### config.mk
export PLATFORM = sky130hd
export DESIGN_NAME = axis_bus_demux
export DESIGN_NICKNAME = d
export VERILOG_FILES = /design/src/rtl/axis_bus_demux.sv
export SDC_FILE = /design/constraint.sdc
export NUM_CORES = 1
export LEC_CHECK = 0
export ABC_AREA = 1
export CAP_MARGIN = 20
export CELL_PAD_IN_SITES_DETAIL_PLACEMENT = 0
export CELL_PAD_IN_SITES_GLOBAL_PLACEMENT = 1
export CORE_AREA = 2 2 101 103
export CTS_CLUSTER_SIZE = 16
export DETAILED_ROUTE_END_ITERATION = 10
export DIE_AREA = 0 0 103 105
export MAX_ROUTING_LAYER = met4
export PLACE_DENSITY_LB_ADDON = 0.1
export SLEW_MARGIN = 25
export SYNTH_ARGS = -nofsm -noshare
export SYNTH_HDL_FRONTEND = slang
export SYNTH_SLANG_ARGS = --single-unit
export TNS_END_PERCENT = 10
### constraint.sdc
create_clock -name clk -period 5.6 [get_ports clk]
set_clock_uncertainty 0.15 [all_clocks]
set_input_delay 1.4 -clock clk [delete_from_list [all_inputs] [get_ports clk]]
set_output_delay 1.4 -clock clk [all_outputs]
set_load 0.02 [all_outputs]
### src/rtl/axis_bus_demux.sv
`default_nettype none
// +--------------------------------------------------------------------------+
// | Module   : axis_bus_demux                                                 |
// | Function : packet-aware 1-to-NUM_OUT AXI-Stream distributor with a single |
// |            registered output stage and dropped-packet counter            |
// | Revision : 1.0                                                            |
// +--------------------------------------------------------------------------+
module axis_bus_demux #(
  parameter int          NUM_OUT     = 14,
  parameter int          DATA_W      = 32,
  parameter int          KEEP_W      = 4,
  parameter logic [7:0]  CHOOSE_BASE = 8'd128
) (
  input  logic                clk,
  input  logic                rst,
  input  logic [7:0]          bus_sel,
  input  logic                axis_in_tvalid,
  input  logic [DATA_W-1:0]   axis_in_tdata,
  input  logic [KEEP_W-1:0]   axis_in_tkeep,
  input  logic                axis_in_tlast,
  output logic                axis_in_tready,
  output logic [NUM_OUT-1:0]  axis_out_tvalid,
  output logic [DATA_W-1:0]   axis_out_tdata,
  output logic [KEEP_W-1:0]   axis_out_tkeep,
  output logic                axis_out_tlast,
  input  logic [NUM_OUT-1:0]  axis_out_tready,
  output logic                busy,
  output logic [15:0]         drop_cnt
);

  localparam int DEST_W = (NUM_OUT > 1) ? $clog2(NUM_OUT) : 1;

  typedef enum logic [1:0] {
    ST_IDLE = 2'd0,
    ST_PASS = 2'd1,
    ST_DROP = 2'd2
  } state_t;

  state_t              state_q;
  logic                reg_valid_q;
  logic [DEST_W-1:0]   reg_dest_q;
  logic [DATA_W-1:0]   reg_data_q;
  logic [KEEP_W-1:0]   reg_keep_q;
  logic                reg_last_q;
  logic [15:0]         drop_cnt_q;

  logic [15:0]         drop_cnt_d;
  logic [DEST_W-1:0]   dest_d;
  logic [8:0]          sel_off_w;
  logic                sel_ok_w;
  logic                reg_ready_w;
  logic                in_ready_w;
  logic                accept_w;

  // A borrow in the 9-bit difference means bus_sel is below CHOOSE_BASE.
  always_comb begin
    sel_off_w  = {1'b0, bus_sel} - {1'b0, CHOOSE_BASE};
    sel_ok_w   = !sel_off_w[8] && (sel_off_w < 9'(NUM_OUT));
    dest_d     = sel_off_w[DEST_W-1:0];
    drop_cnt_d = (drop_cnt_q == 16'hFFFF) ? drop_cnt_q : drop_cnt_q + 16'd1;
  end

  always_comb begin
    reg_ready_w = 1'b0;
    for (int i = 0; i < NUM_OUT; i++) begin
      if (reg_dest_q == DEST_W'(i)) reg_ready_w = axis_out_tready[i];
    end
  end

  assign in_ready_w = (state_q == ST_DROP) || !reg_valid_q || reg_ready_w;
  assign accept_w   = axis_in_tvalid && in_ready_w;

  always_ff @(posedge clk or posedge rst) begin
    if (rst) begin
      state_q     <= ST_IDLE;
      reg_valid_q <= 1'b0;
      reg_dest_q  <= '0;
      reg_data_q  <= '0;
      reg_keep_q  <= '0;
      reg_last_q  <= 1'b0;
      drop_cnt_q  <= '0;
    end else begin
      // Drained beat clears valid unless a new beat is loaded below.
      if (reg_valid_q && reg_ready_w) reg_valid_q <= 1'b0;
      case (state_q)
        ST_IDLE: begin
          if (accept_w) begin
            if (sel_ok_w) begin
              reg_valid_q <= 1'b1;
              reg_dest_q  <= dest_d;
              reg_data_q  <= axis_in_tdata;
              reg_keep_q  <= axis_in_tkeep;
              reg_last_q  <= axis_in_tlast;
              state_q     <= axis_in_tlast ? ST_IDLE : ST_PASS;
            end else begin
              drop_cnt_q  <= drop_cnt_d;
              state_q     <= axis_in_tlast ? ST_IDLE : ST_DROP;
            end
          end
        end
        ST_PASS: begin
          if (accept_w) begin
            reg_valid_q <= 1'b1;
            reg_data_q  <= axis_in_tdata;
            reg_keep_q  <= axis_in_tkeep;
            reg_last_q  <= axis_in_tlast;
            if (axis_in_tlast) state_q <= ST_IDLE;
          end
        end
        ST_DROP: begin
          if (accept_w && axis_in_tlast) state_q <= ST_IDLE;
        end
        default: state_q <= ST_IDLE;
      endcase
    end
  end

  generate
    for (genvar g = 0; g < NUM_OUT; g++) begin : g_tvalid
      assign axis_out_tvalid[g] = reg_valid_q && (reg_dest_q == DEST_W'(g));
    end
  endgenerate

  assign axis_in_tready = in_ready_w;
  assign axis_out_tdata = reg_data_q;
  assign axis_out_tkeep = reg_keep_q;
  assign axis_out_tlast = reg_last_q;
  assign busy           = (state_q != ST_IDLE);
  assign drop_cnt       = drop_cnt_q;

endmodule
`default_nettype wire

# ---- Word level (Yosys, flattened, before mapping)
# Cells that the tools add are included.
dict set report totals {
  reg_bits 60
  in_bits 62
  output_inout_bits 69
}
dict set report classes {
  addsub 2
  magnitude_cmp 1
  n_eq_ne 21
  n_mux 39
  bitwise_logic 2
  n_reduce_logical 30
}
# cell count
set ops {}
lappend ops {{$mux W32} 3}
lappend ops {{$pmux W32 S2} 1}
lappend ops {{$eq A4 B4 Y1 const B} 6}
lappend ops {{$mux W1} 22}
lappend ops {{$logic_and A1 B1 Y1} 18}
lappend ops {{$add A16 B1 Y16 const B} 1}
lappend ops {{$eq A16 B16 Y1 const B} 1}
lappend ops {{$eq A4 B3 Y1 const B} 4}
lappend ops {{$mux W2} 6}
lappend ops {{$mux W4} 3}
lappend ops {{$reduce_and A4 Y1} 3}
lappend ops {{$lt A9 B4 Y1 const B} 1}
lappend ops {{$sub A8 B8 Y9 const B} 1}
lappend ops {{$eq A4 B2 Y1 const B} 2}
lappend ops {{$ne A2 B2 Y1 const B} 4}
lappend ops {{$pmux W4 S2} 1}
lappend ops {{$pmux W2 S3} 1}
lappend ops {{$eq A4 B1 Y1 const B} 1}
lappend ops {{$logic_not A4 Y1} 1}
lappend ops {{$pmux W1 S2} 2}
lappend ops {{$reduce_bool A2 Y1} 2}
lappend ops {{$reduce_and A3 Y1} 1}
lappend ops {{$eq A2 B1 Y1 const B} 1}
lappend ops {{$eq A2 B2 Y1 const B} 1}
lappend ops {{5 further kinds} 8}

# ---- Depth between registers and ports, before layout
dict set report depth {
  word_depth 20
  mapped_depth 17
  ltp_nobuf 15
}

# ---- Worst setup path before layout
# No wires, ideal clock.
dict set report synth_timing {
  path_type {input to output}
  startpoint {input port axis_out_tready[3]}
  endpoint {output port axis_in_tready}
  arrival_time_ns 2.072
  required_ns 4.050
  path_slack_ns 1.978
  path_stages 8
  path_cell_list {nand3_1 -> nand4_1 -> nor2_1 -> nand4_1 -> nand2_1 -> nand3_1 -> nand2_2 -> nand4_4}
}
dict set report synth_via {
  elab_chain_len 12
}
# item line_no
set synth_lines {}
lappend synth_lines {{start: declaration} 26} ;# input logic [NUM_OUT-1:0] axis_out_tready,
lappend synth_lines {{$mux W1 (11 in series)} 66} ;# if (reg_dest_q == DEST_W'(i)) reg_ready_w = axis_out_tready[i];
lappend synth_lines {{$logic_or A1 B1 Y1} 70} ;# assign in_ready_w = (state_q == ST_DROP) || !reg_valid_q || reg_ready_w;
lappend synth_lines {{end: declaration} 21} ;# output logic axis_in_tready,
# No other way between the ends.

# ---- Worst setup path in the final report
# Same ends and word-level chain as after synthesis.

==> results.toml <==
[grt]
met2_usage_pct = 25.3
grt_pass1_vias = 2774
use_met3_pct = 3.48
grt_pass1_wl_mm = 13.3
gr-max-usage-layer = "met2"
grt.total_usage_pct = 15.9
antenna_found_initial = 0
grt-ovfl-total = 0
grt_max_degree = 41
gr-usage-met1_pct = 20.2

[sta]
final-hold-violation-count = 0
setup_violations = 0
setup_tns_ns = 0
worst_pin_slew_ns = 0.841
slew_headroom_pct = 43.8
rsz0062_at_grt = "false"
fmax_mhz = 212
fin_crit_sh_pct = 84.1
finalMaxSlewViolations = 0
period_needed_ns = 4.71

[pwr]
power_density_nw_per_um2 = 424
peakVddDrop_uv = 192
p_comb_share_pct = 45.5
clock_power_share_pct = 17.9
p_sw_share_pct = 39.2
seqPwrFrac_pct = 36.5
internal_power_w = 0.00119
cellLeakagePower_nw = 2.18
power_switching_w = 0.000766

[worst_setup_path]
slowest_stage = "clkdlybuf4s50_1"
crit_cells = 10
cp-start-kind = "input port"
path_max_fanout = 7
startpoint = "axis_out_tready[3]"
endpoint_kind = "primary output"
critPathCapture = "axis_in_tready"
r2r_slack_ns = 2.20
critPathBufInv = 2
required_ns = 4.05
reg2reg_from = "reg_dest_q[0]"
reg2reg_depth = 14
worstPathArrival_ns = 3.16
crit_type = "in2out"
worstPathCellList = "clkdlybuf4s50_1, nand3_1, nand4_1, nor2_1, nand4_1, nand2_1, nand3_1, nand2_2, nand4_4, clkdlybuf4s50_1"
regToRegEndpoint = "axis_out_tdata[14]"
crit_path_max_incr_delay_ns = 0.60
crit_family = "buffers and inverters"

[detailed_routing]
drtAntennaViolNets = 0
wl_per_cell_um = 12.6
vias = 2919
initialDrtViolationCount = 119
wl_mm = 8.38
via_per_inst = 4.40
drt-pass1-iter-count = 4
drc_errors = 0

[place]
dpl.cell_count = 649
port_buffers = 130
place_hpwl_mm = 5.99
place.gp.congestion = 0.796

[cts]
cts_inserted_buffers = 9
cts_resized = 0
cts_buffer_depth = 2
cts_root_buf = "clkbuf_8"
post_cts_buffers = 0
cts_sinks = 60
htreeDepth = 3
clk_pin_slew_ns = 0.06
clk_latency_ns = 0.33
cts-hold-fix-buffers = 0
cts_tree = "built"

[min_path]
hp-class = "reg2reg"

[synthesis]
synth_area_leaders = "dfrtp_1 (49%), nand2_1 (24%), inv_1 (3.4%)"
synth.avg_cell_area_um2 = 7.66
synthDistinctLibCells = 27
synth-seq-cells = 60
yosys.area.top_type = "dfrtp_1"
synth_cells = 398
ys_seq_area_share_pct = 49.2
syn_nets = 461
yosysWarningCount = 0
yosys.area.top_type_share_pct = 49.2
syn-cell-area_um2 = 3050

[job]
drv_cap = 0

[floorplanning]
dieArea_um2 = 10800
die_h_um = 105
fp.dieW_um = 103
num_rows = 36
start_util_pct = 31.6
num_io_pins = 131
coreArea_um2 = 9640

[cells_and_area]
fin_cells = 664
antenna-diode-count = 0
nets = 590
fillers = 965
layout.cells.most_common = "nand2_1"
area_growth_pct = 50.9
drive_gt1_share_pct = 5.84
mostFrequentLayoutCells = "nand2_1 (197), clkdlybuf4s50_1 (130), dfrtp_1 (60)"

[run_status]
status = "completed"
## synthesized netlist by cell type
master / count
a31oi_1: 3
nand3_1: 19
dfrtp_1: 60
nor3_1: 7
ha_1: 1
nand4_4: 1
clkbuf_1: 1
buf_4: 4
and3_1: 1
nor2_1: 19
o21ai_0: 3
nor2_4: 1
nand3_2: 2
a21oi_1: 1
inv_2: 4
nand4_2: 1
nor2_2: 4
inv_1: 28
nand4_1: 8
nor4_1: 8
buf_6: 4
nand2_2: 1
xor2_1: 10
xnor2_1: 4
buf_2: 4
nand2_1: 197
or2_0: 2
## worst reg2reg max path, delay by kind of cell (launching register included)
kind | cells | cell delay [ns]
AND/OR/NAND/NOR | 12 | 1.83
buffers and inverters | 2 | 0.86
flip-flops | 1 | 0.49
## metrics by stage
step	instance area (um^2)	setup WS (ns)	power, W	hold WS (ns)	utilization (%)
2_1_floorplan	3050	1.98	0.00119	0.400	-
3_3_place_gp	4430	0.901	0.00161	0.311	45.9
3_5_place_dp	4430	0.890	0.00162	0.317	45.9
4_1_cts	4600	0.882	0.00198	0.332	47.8
6_report	4600	0.890	0.00195	0.329	47.8
5_1_grt	4600	0.826	0.00210	0.360	47.8
## final cells by class
type	count	area (um^2)	share of cell area, %
clock inverter	4	25.0	0.544
sequential	60	1500	32.6
clock buffer	11	151	3.29
tap	133	166	3.62
timing repair buffer	131	1310	28.4
multi-input combinational	293	1330	28.9
inverter	32	120	2.61
## metal layers
metal	share of wire, %	up-vias
met1	45	1336
met3	5.9	7
met4	0.96	0
met2	49	74
li1	-	1502
met5	0	-
## registers in the layout, indices dropped and copies added (netlist names)
| register | flops |
|---|---|
| reg_dest_q | 4 |
| axis_out_tlast | 1 |
| drop_cnt | 16 |
| axis_out_tdata | 32 |
| state_q | 2 |
| reg_valid_q | 1 |
| axis_out_tkeep | 4 |
## power groups by stage
stage | registers [W] | logic, W | clock network, W
finish | 0.000713 | 0.000889 | 0.000350
global route | 0.000738 | 0.000976 | 0.000387
CTS | 0.000714 | 0.000903 | 0.000368
detailed placement | 0.000720 | 0.000900 | 0
global placement | 0.000717 | 0.000895 | 0
floorplan | 0.000885 | 0.000302 | 0
## kinds of logic after synthesis
| logic type | Yosys count | synth area share (%) |
|---|---|---|
| AND/OR/NAND/NOR | 271 | 37.9 |
| flip-flops | 60 | 49.2 |
| buffers and inverters | 45 | 7.18 |
| XOR/XNOR | 14 | 4.02 |
| AO/OA/AOI/OAI | 7 | 1.27 |
| adder cells (fa/ha/maj) | 1 | 0.410 |
## worst min path at each step
stage | from | to | slack, ns | depth (start not counted)
2_1_floorplan | state_q[0] | state_q[1] | 0.40 | 3
3_3_place_gp | axis_out_tdata[15] | axis_out_tdata[15] | 0.31 | 2
3_5_place_dp | axis_out_tdata[11] | axis_out_tdata[11] | 0.32 | 2
4_1_cts | axis_out_tdata[7] | axis_out_tdata[7] | 0.33 | 2
5_1_grt | axis_out_tdata[6] | axis_out_tdata[6] | 0.36 | 2
6_report | axis_out_tdata[18] | axis_out_tdata[18] | 0.33 | 2
Power figures use the tool's default switching activity.
